[src/rtl/rs_alu_pipe.sv]
// rtl/rs_alu_pipe.sv - pipelined integer ALU unit with credit-protected CDB result queue
module rs_alu_pipe #(
    parameter int XLEN      = 32,
    parameter int TAG_WIDTH = 6,
    parameter int OP_WIDTH  = 4,
    parameter int LATENCY   = 1,
    parameter int QDEPTH    = 2
) (
    input  logic                 clk,
    input  logic                 rst_n,
    input  logic                 issue_valid_i,
    output logic                 issue_ready_o,
    input  logic [OP_WIDTH-1:0]  issue_op_i,
    input  logic [XLEN-1:0]      issue_v1_i,
    input  logic [XLEN-1:0]      issue_v2_i,
    input  logic [TAG_WIDTH-1:0] issue_tag_i,
    input  logic                 flush_i,
    output logic                 cdb_req_o,
    input  logic                 cdb_gnt_i,
    output logic [XLEN-1:0]      cdb_value_o,
    output logic [TAG_WIDTH-1:0] cdb_tag_o
);

    localparam int SHW = $clog2(XLEN);
    localparam int PW  = $clog2(QDEPTH);
    localparam int CW  = $clog2(QDEPTH) + 1;
    localparam int OW  = $clog2(QDEPTH + LATENCY) + 1;

    localparam logic [OP_WIDTH-1:0] OP_ADD  = OP_WIDTH'(0);
    localparam logic [OP_WIDTH-1:0] OP_SUB  = OP_WIDTH'(1);
    localparam logic [OP_WIDTH-1:0] OP_SLL  = OP_WIDTH'(2);
    localparam logic [OP_WIDTH-1:0] OP_SLT  = OP_WIDTH'(3);
    localparam logic [OP_WIDTH-1:0] OP_SLTU = OP_WIDTH'(4);
    localparam logic [OP_WIDTH-1:0] OP_XOR  = OP_WIDTH'(5);
    localparam logic [OP_WIDTH-1:0] OP_SRL  = OP_WIDTH'(6);
    localparam logic [OP_WIDTH-1:0] OP_SRA  = OP_WIDTH'(7);
    localparam logic [OP_WIDTH-1:0] OP_OR   = OP_WIDTH'(8);
    localparam logic [OP_WIDTH-1:0] OP_AND  = OP_WIDTH'(9);

    logic                 issue_fire;
    logic                 fin_valid;
    logic [OP_WIDTH-1:0]  fin_op;
    logic [XLEN-1:0]      fin_a;
    logic [XLEN-1:0]      fin_b;
    logic [TAG_WIDTH-1:0] fin_tag;
    logic [OW-1:0]        stg_cnt;
    logic [XLEN-1:0]      result;
    logic [SHW-1:0]       shamt;

    assign issue_fire = issue_valid_i & issue_ready_o;

    // Final stage computes from the last register stage, or straight from the issue port when LATENCY is 1.
    generate
        if (LATENCY == 1) begin : g_direct
            assign fin_valid = issue_fire;
            assign fin_op    = issue_op_i;
            assign fin_a     = issue_v1_i;
            assign fin_b     = issue_v2_i;
            assign fin_tag   = issue_tag_i;
            assign stg_cnt   = '0;
        end else begin : g_pipe
            localparam int NSTG = LATENCY - 1;
            logic [NSTG-1:0]      vld;
            logic [OP_WIDTH-1:0]  op_q  [NSTG];
            logic [XLEN-1:0]      a_q   [NSTG];
            logic [XLEN-1:0]      b_q   [NSTG];
            logic [TAG_WIDTH-1:0] tag_q [NSTG];

            always_ff @(posedge clk or negedge rst_n) begin
                if (!rst_n) begin
                    vld <= '0;
                end else if (flush_i) begin
                    vld <= '0;
                end else begin
                    vld[0] <= issue_fire;
                    for (int s = 1; s < NSTG; s++) vld[s] <= vld[s-1];
                end
            end

            always_ff @(posedge clk) begin
                op_q[0]  <= issue_op_i;
                a_q[0]   <= issue_v1_i;
                b_q[0]   <= issue_v2_i;
                tag_q[0] <= issue_tag_i;
                for (int s = 1; s < NSTG; s++) begin
                    op_q[s]  <= op_q[s-1];
                    a_q[s]   <= a_q[s-1];
                    b_q[s]   <= b_q[s-1];
                    tag_q[s] <= tag_q[s-1];
                end
            end

            always_comb begin
                stg_cnt = '0;
                for (int s = 0; s < NSTG; s++) stg_cnt = stg_cnt + OW'(vld[s]);
            end

            assign fin_valid = vld[NSTG-1];
            assign fin_op    = op_q[NSTG-1];
            assign fin_a     = a_q[NSTG-1];
            assign fin_b     = b_q[NSTG-1];
            assign fin_tag   = tag_q[NSTG-1];
        end
    endgenerate

    assign shamt = fin_b[SHW-1:0];

    always_comb begin
        result = '0;
        case (fin_op)
            OP_ADD:  result = fin_a + fin_b;
            OP_SUB:  result = fin_a - fin_b;
            OP_SLL:  result = fin_a << shamt;
            OP_SLT:  result = {{(XLEN-1){1'b0}}, ($signed(fin_a) < $signed(fin_b))};
            OP_SLTU: result = {{(XLEN-1){1'b0}}, (fin_a < fin_b)};
            OP_XOR:  result = fin_a ^ fin_b;
            OP_SRL:  result = fin_a >> shamt;
            OP_SRA:  result = $unsigned($signed(fin_a) >>> shamt);
            OP_OR:   result = fin_a | fin_b;
            OP_AND:  result = fin_a & fin_b;
            default: result = '0;
        endcase
    end

    logic [XLEN-1:0]      val_mem [QDEPTH];
    logic [TAG_WIDTH-1:0] tag_mem [QDEPTH];
    logic [PW-1:0]        wr_ptr;
    logic [PW-1:0]        rd_ptr;
    logic [CW-1:0]        count;
    logic                 push;
    logic                 pop;
    logic [OW-1:0]        occ;

    assign push = fin_valid & ~flush_i;
    assign pop  = cdb_req_o & cdb_gnt_i & ~flush_i;

    always_ff @(posedge clk or negedge rst_n) begin
        if (!rst_n) begin
            wr_ptr <= '0;
            rd_ptr <= '0;
            count  <= '0;
        end else if (flush_i) begin
            wr_ptr <= '0;
            rd_ptr <= '0;
            count  <= '0;
        end else begin
            if (push) wr_ptr <= wr_ptr + PW'(1);
            if (pop)  rd_ptr <= rd_ptr + PW'(1);
            case ({push, pop})
                2'b10:   count <= count + CW'(1);
                2'b01:   count <= count - CW'(1);
                default: count <= count;
            endcase
        end
    end

    // At full, a push lands in the slot being popped this cycle; the head is read before the edge.
    always_ff @(posedge clk) begin
        if (push) begin
            val_mem[wr_ptr] <= result;
            tag_mem[wr_ptr] <= fin_tag;
        end
    end

    assign cdb_req_o   = (count != '0);
    assign cdb_value_o = cdb_req_o ? val_mem[rd_ptr] : '0;
    assign cdb_tag_o   = cdb_req_o ? tag_mem[rd_ptr] : '0;

    // Credit counts in-flight stages so every accepted issue has a reserved queue slot.
    assign occ           = OW'(count) + stg_cnt;
    assign issue_ready_o = (occ < OW'(QDEPTH)) & ~flush_i;

    a_no_overflow: assert property (@(posedge clk) disable iff (!rst_n)
        !(push && !pop && (count == CW'(QDEPTH))));

endmodule
[config.mk]
export PLATFORM = sky130hd
export DESIGN_NAME = rs_alu_pipe
export DESIGN_NICKNAME = d
export VERILOG_FILES = /design/src/rtl/rs_alu_pipe.sv
export SDC_FILE = /design/constraint.sdc
export NUM_CORES = 1
export LEC_CHECK = 0
export BUFFER_PORTS_ARGS = -buffer_cell sky130_fd_sc_hd__buf_2
export CORE_ASPECT_RATIO = 1.4
export CORE_MARGIN = 10
export CORE_UTILIZATION = 45
export CTS_CLUSTER_DIAMETER = 60
export DETAILED_ROUTE_END_ITERATION = 10
export GPL_TIMING_DRIVEN = 0
export SYNTH_ARGS = -nofsm -noshare
export SYNTH_HDL_FRONTEND = slang
export SYNTH_SLANG_ARGS = --single-unit
[constraint.sdc]
create_clock -name clk -period 3.2 [get_ports clk]
set_clock_uncertainty 0.05 [all_clocks]
set_input_delay 0.32 -clock clk [delete_from_list [all_inputs] [get_ports clk]]
set_output_delay 0.32 -clock clk [all_outputs]
set_load 0.02 [all_outputs]
Word-level counts from Yosys, hierarchy flattened

Memory sizes are Yosys's and may differ from the RTL's.
Index checks and enable logic that the tools add are counted.

Register bits: 4
RAM bits: 76
Word-level logic and storage cells: 53
Memories kept: 2

Memories:

| memory  | depth | width | rd ports | clocked after memory_dff | wr ports | line | RTL |
|---|---|---|---|---|---|---|---|
| val_mem | 2     | 32    | 1        | 0                        | 1        | 125  | `logic [XLEN-1:0] val_mem [QDEPTH];` |
| tag_mem | 2     | 6     | 1        | 0                        | 1        | 126  | `logic [TAG_WIDTH-1:0] tag_mem [QDEPTH];` |

Add/subtract/negate cells: 6
$lt $le $gt $ge: 3
Equal/unequal tests: 11
Shift-type cells: 3
Muxes and demuxes: 11
Bitwise operators: 9
Reductions and logical operators: 5

Operator list:

| kind                  | count |
|---|---|
| $pmux W32 S10         | 1 |
| $lt A32 B32 Y1        | 2 |
| $add A32 B32 Y32      | 1 |
| $and A32 B32 Y32      | 1 |
| $mux W32              | 1 |
| $or A32 B32 Y32       | 1 |
| $shl A32 B5 Y32       | 1 |
| $shr A32 B5 Y32       | 1 |
| $sshr A32 B5 Y32      | 1 |
| $sub A32 B32 Y32      | 1 |
| $xor A32 B32 Y32      | 1 |
| $eq A4 B3 Y1 const B  | 4 |
| $eq A4 B2 Y1 const B  | 2 |
| $eq A4 B4 Y1 const B  | 2 |
| $mux W1               | 6 |
| $mux W6               | 1 |
| $reduce_bool A2 Y1    | 3 |
| $and A1 B1 Y1         | 5 |
| $eq A4 B1 Y1 const B  | 1 |
| $logic_not A4 Y1      | 1 |
| $pmux W2 S2           | 1 |
| $reduce_bool A3 Y1    | 1 |
| $add A1 B1 Y1 const B | 2 |
| $add A2 B1 Y2 const B | 1 |
| 6 further kinds       | 6 |

Longest topological paths before layout

Depth after elaboration: 7
Mapped depth: 15
Depth with buffers taken out: 13

Worst setup path after synthesis

No wires, ideal clock.

Path kind: input-to-reg
Start point: input issue_v2_i[2]
End point: memory val_mem[0][29], data pin
Library setup time: 0.277 ns
Arrival time: 4.020 ns
Setup slack: -1.147 ns
Stages: 15
Cells stage by stage: clkbuf_1 > clkinv_1 > buf_1 > buf_1 > ha_1 > nand2b_1 > o311a_1 > or4_1 > a311o_1 > a311o_1 > a31oi_4 > o221ai_1 > a31oi_1 > mux2i_1 > o211ai_1

Longest elaborated chain between the ends: 2

RTL lines:

| item                                           | line | RTL |
|---|---|---|
| from (decl)                                    | 15   | `input logic [XLEN-1:0] issue_v2_i,` |
| $sub A32 B32 Y32, or another cell as far along | 112  | `OP_SUB: result = fin_a - fin_b;` |
| $pmux W32 S10 (*)                              | 110  | `case (fin_op)` |
| named net result[29]                           | 47   | `logic [XLEN-1:0] result;` |
| to (decl)                                      | 125  |  |

Mark *: on every way through the listed nets, which the timed path passes. The rest lies on a longest branch.

Worst setup path in the final report

Start point: input issue_v2_i[2]
End point: memory val_mem[1][31], data pin

Same word-level chain as after synthesis.

==> impl_metrics.json <==
{
  "status": "complete, but fails checks",
  "violations": "setup timing",
  "grt_pass1_wl_um": 83600,
  "fin_setup_tns_ps": -7950,
  "syn_inst": 1474,
  "critical_path_class": "primary input to register",
  "maxCapViolCount": 0,
  "grt_pass1_vias": 12700,
  "total_power_mw": 4.49,
  "slowest_stage": "a311o_2",
  "syn-cell-area_sq_mm": 0.0112,
  "die_height_um": 206,
  "maxSlewHeadroom_pct": 10.1,
  "path_buf_inv": 4,
  "antennaDiodeCount": 0,
  "grt_usage_pct": 35.2,
  "seq_area_frac_synth_pct": 21.3,
  "synth_most_common_cell": "nor2_1",
  "yosysUniqueCellTypes": 71,
  "via_per_inst": 6.78,
  "cp.arrival_ps": 3650,
  "wire_per_inst_um": 30.1,
  "ys_warn_count": 0,
  "gr-total-overflow": 0,
  "io_buffers": 117,
  "cts.clk_slew.worst_paths_ps": 60,
  "antenna_found_initial": 1,
  "htreeDepth": 3,
  "gp_congestion": 1.12,
  "fin_util_pct": 55.5,
  "synth_area_leader_cell": "edfxtp_1",
  "die_area_sq_mm": 0.0316,
  "grt_max_degree": 39,
  "drt-initial-drc-count": 1708,
  "rows": 68,
  "io_pins": 119,
  "setup_viol_count_final": 36,
  "netlist_top_cells_count": "193 x nor2_1, 151 x a21oi_1, 130 x nand2_1, 118 x o21ai_0, 99 x ha_1",
  "core-area_sq_mm": 0.0246,
  "synth_area_leaders": "edfxtp_1 20%, ha_1 11%, mux2i_1 7.7%",
  "max_freq_mhz": 274,
  "die_w_um": 153,
  "vias": 13200,
  "first_pass_iters": 6,
  "startpoint_type": "primary input",
  "drt-total-wl_um": 58800,
  "insertion_delay_ps": 340,
  "initial_core_util_pct": 45.5,
  "slowest_delay_ps": 470,
  "irDropWorstVdd_mv": 0.519,
  "synthArstFlopShare_pct": 5.00,
  "endpoint_kind": "register",
  "ys_ff_latch": 80,
  "hold_viol_final": 0,
  "slew_violations": 0,
  "hold_class": "primary input to register",
  "area_delta_synth_final_pct": 22.2,
  "numCtsBuffers": 9,
  "cp_max_fo": 5,
  "critical_path.top_delay_family": "compound AO/OA/AOI/OAI gates",
  "p_leak_nw": 5.60,
  "cts_num_sinks": 80,
  "rsz0062_at_grt": "yes",
  "period_share_pct": 114,
  "min_period_ps": 3650,
  "netlist.area_leader.share_pct": 20.4,
  "layout.nets": 1810,
  "fin_ws_ps": -450,
  "syn_nets": 1654,
  "drive_above_1_share_pct": 21.3,
  "power_density_mw_per_mm2": 329,
  "root_buffer": "clkbuf_16",
  "ant_nets": 0,
  "worstPathCellList": "buf_8 > clkbuf_16 > clkinv_8 > buf_12 > ha_4 > o311a_4 > or4_4 > a311o_1 > a311o_2 > a31oi_4 > o21ai_4 > a221oi_4 > xnor2_1 > o211ai_2",
  "clock_path_buffers": 2,
  "dpl.hpwl_um": 46600,
  "worst_slew_pin_slew_ps": 1340,
  "syn_avg_cell_area_sq_um": 7.58,
  "cts_tree": "done",
  "ys.flop_type": "edfxtp_1",
  "synth_edf_count": 76,
  "cp.required_ps": 3200,
  "drc_errors": 0
}
## layout by cell type (no fill, tap or decap), types with 8 or more instances in the layout
cell type and instances:
a211o_1 8, a211oi_1 28, a21o_1 12, a21oi_1 139
a21oi_2 10, a221oi_1 9, a31oi_1 11, buf_1 8
buf_2 116, buf_4 34, clkbuf_1 48, clkbuf_16 12
clkbuf_2 23, edfxtp_1 76, ha_1 88, inv_1 88
mux2_2 14, mux2i_1 83, mux4_2 16, nand2_1 129
nand2b_1 18, nand3_1 18, nor2_1 190, nor3_1 19
o211ai_1 26, o21a_1 8, o21ai_0 102, o21ai_1 16
o21bai_1 12, o22ai_1 17, o31ai_1 8, or3_1 10
xnor2_1 17
## timing repair
action                                  4_1_cts  5_1_grt
endpoints found under the setup margin       64       58
hold buffers                                  1        0
pin swaps                                    19       44
buffers inserted                             21       12
hold endpoints to repair                      4        0
gates resized for setup                      98      136
## where the power goes
part | switching (mW) | internal, mW | total (mW) | leakage [nW]
Combinational | 1.53 | 0.777 | 2.31 | 4.72
Clock | 0.411 | 0.532 | 0.944 | 0.128
Sequential | 0.0162 | 1.23 | 1.24 | 0.759
Total | 1.96 | 2.54 | 4.49 | 5.60
## sequential cells by signal, summed over array words and instances (netlist names)
| signal | count |
|---|---|
| rd_ptr | 1 |
| val_mem | 64 |
| wr_ptr | 1 |
| count | 2 |
| tag_mem | 12 |
## through the flow
step | hold slack, ps | worst slack, ps | instance area (sq um) | std cells
after global routing | 116 | -419 | 13700 | 1950
after detailed placement | 85.2 | -1880 | 12300 | 1908
after floorplan | -25.6 | -276 | 11300 | 1474
after CTS | 114 | -625 | 13100 | 1944
final | 122 | -450 | 13700 | 1950
after global placement | 80.0 | -1910 | 12300 | 1906
## metal layers
layer / GRT usage, % / part of all wire (%) / up-vias
li1: - / - / 5745
met1: 40.8 / 36 / 6238
met2: 56.5 / 44 / 954
met3: 6.89 / 10 / 284
met4: 27.0 / 9.6 / 0
met5: 0 / 0 / -
## path summary, 6_finish.rpt
kind / start / to / slack [ps] / cells past startpoint
worst min register to register: wr_ptr$_DFFE_PN0P_ / wr_ptr$_DFFE_PN0P_ / 580 / 2
worst min-delay path: issue_tag_i[1] / tag_mem[0][1]$_DFFE_PP_ / 120 / 1
worst max-delay path: issue_v2_i[2] / val_mem[1][31]$_DFFE_PP_ / -450 / 14
min in group asynchronous: rst_n / count[0]$_DFFE_PN0P_ / 260 / 2
max in group asynchronous: rst_n / wr_ptr$_DFFE_PN0P_ / 2710 / 2
worst max register to register: count[1]$_DFFE_PN0P_ / val_mem[1][27]$_DFFE_PP_ / 1340 / 2
## worst reg2reg max path, stage by stage, from the launching register on
cell	delay, ps
dfrtp_1	430
nor2_1	190
and3_2	800
## cells by family after synthesis
kind of cell | after synthesis | synth area share (%)
AND/OR/NAND/NOR | 438 | 16.9
flip-flops | 80 | 21.3
XOR/XNOR | 25 | 1.96
AO/OA/AOI/OAI | 510 | 29.1
buffers and inverters | 204 | 6.91
multiplexers | 116 | 12.3
adder cells (fa/ha/maj) | 101 | 11.4
## area by class of cell
class | count | area (sq um)
tap | 315 | 394
buffer | 100 | 538
fill | 2390 | 10900
multi-input combinational | 1190 | 8710
sequential | 80 | 2380
clock buffer | 9 | 225
clock inverter | 7 | 55.1
timing repair buffer | 153 | 943
inverter | 96 | 407
No activity file was read; power rests on OpenSTA's default activity.
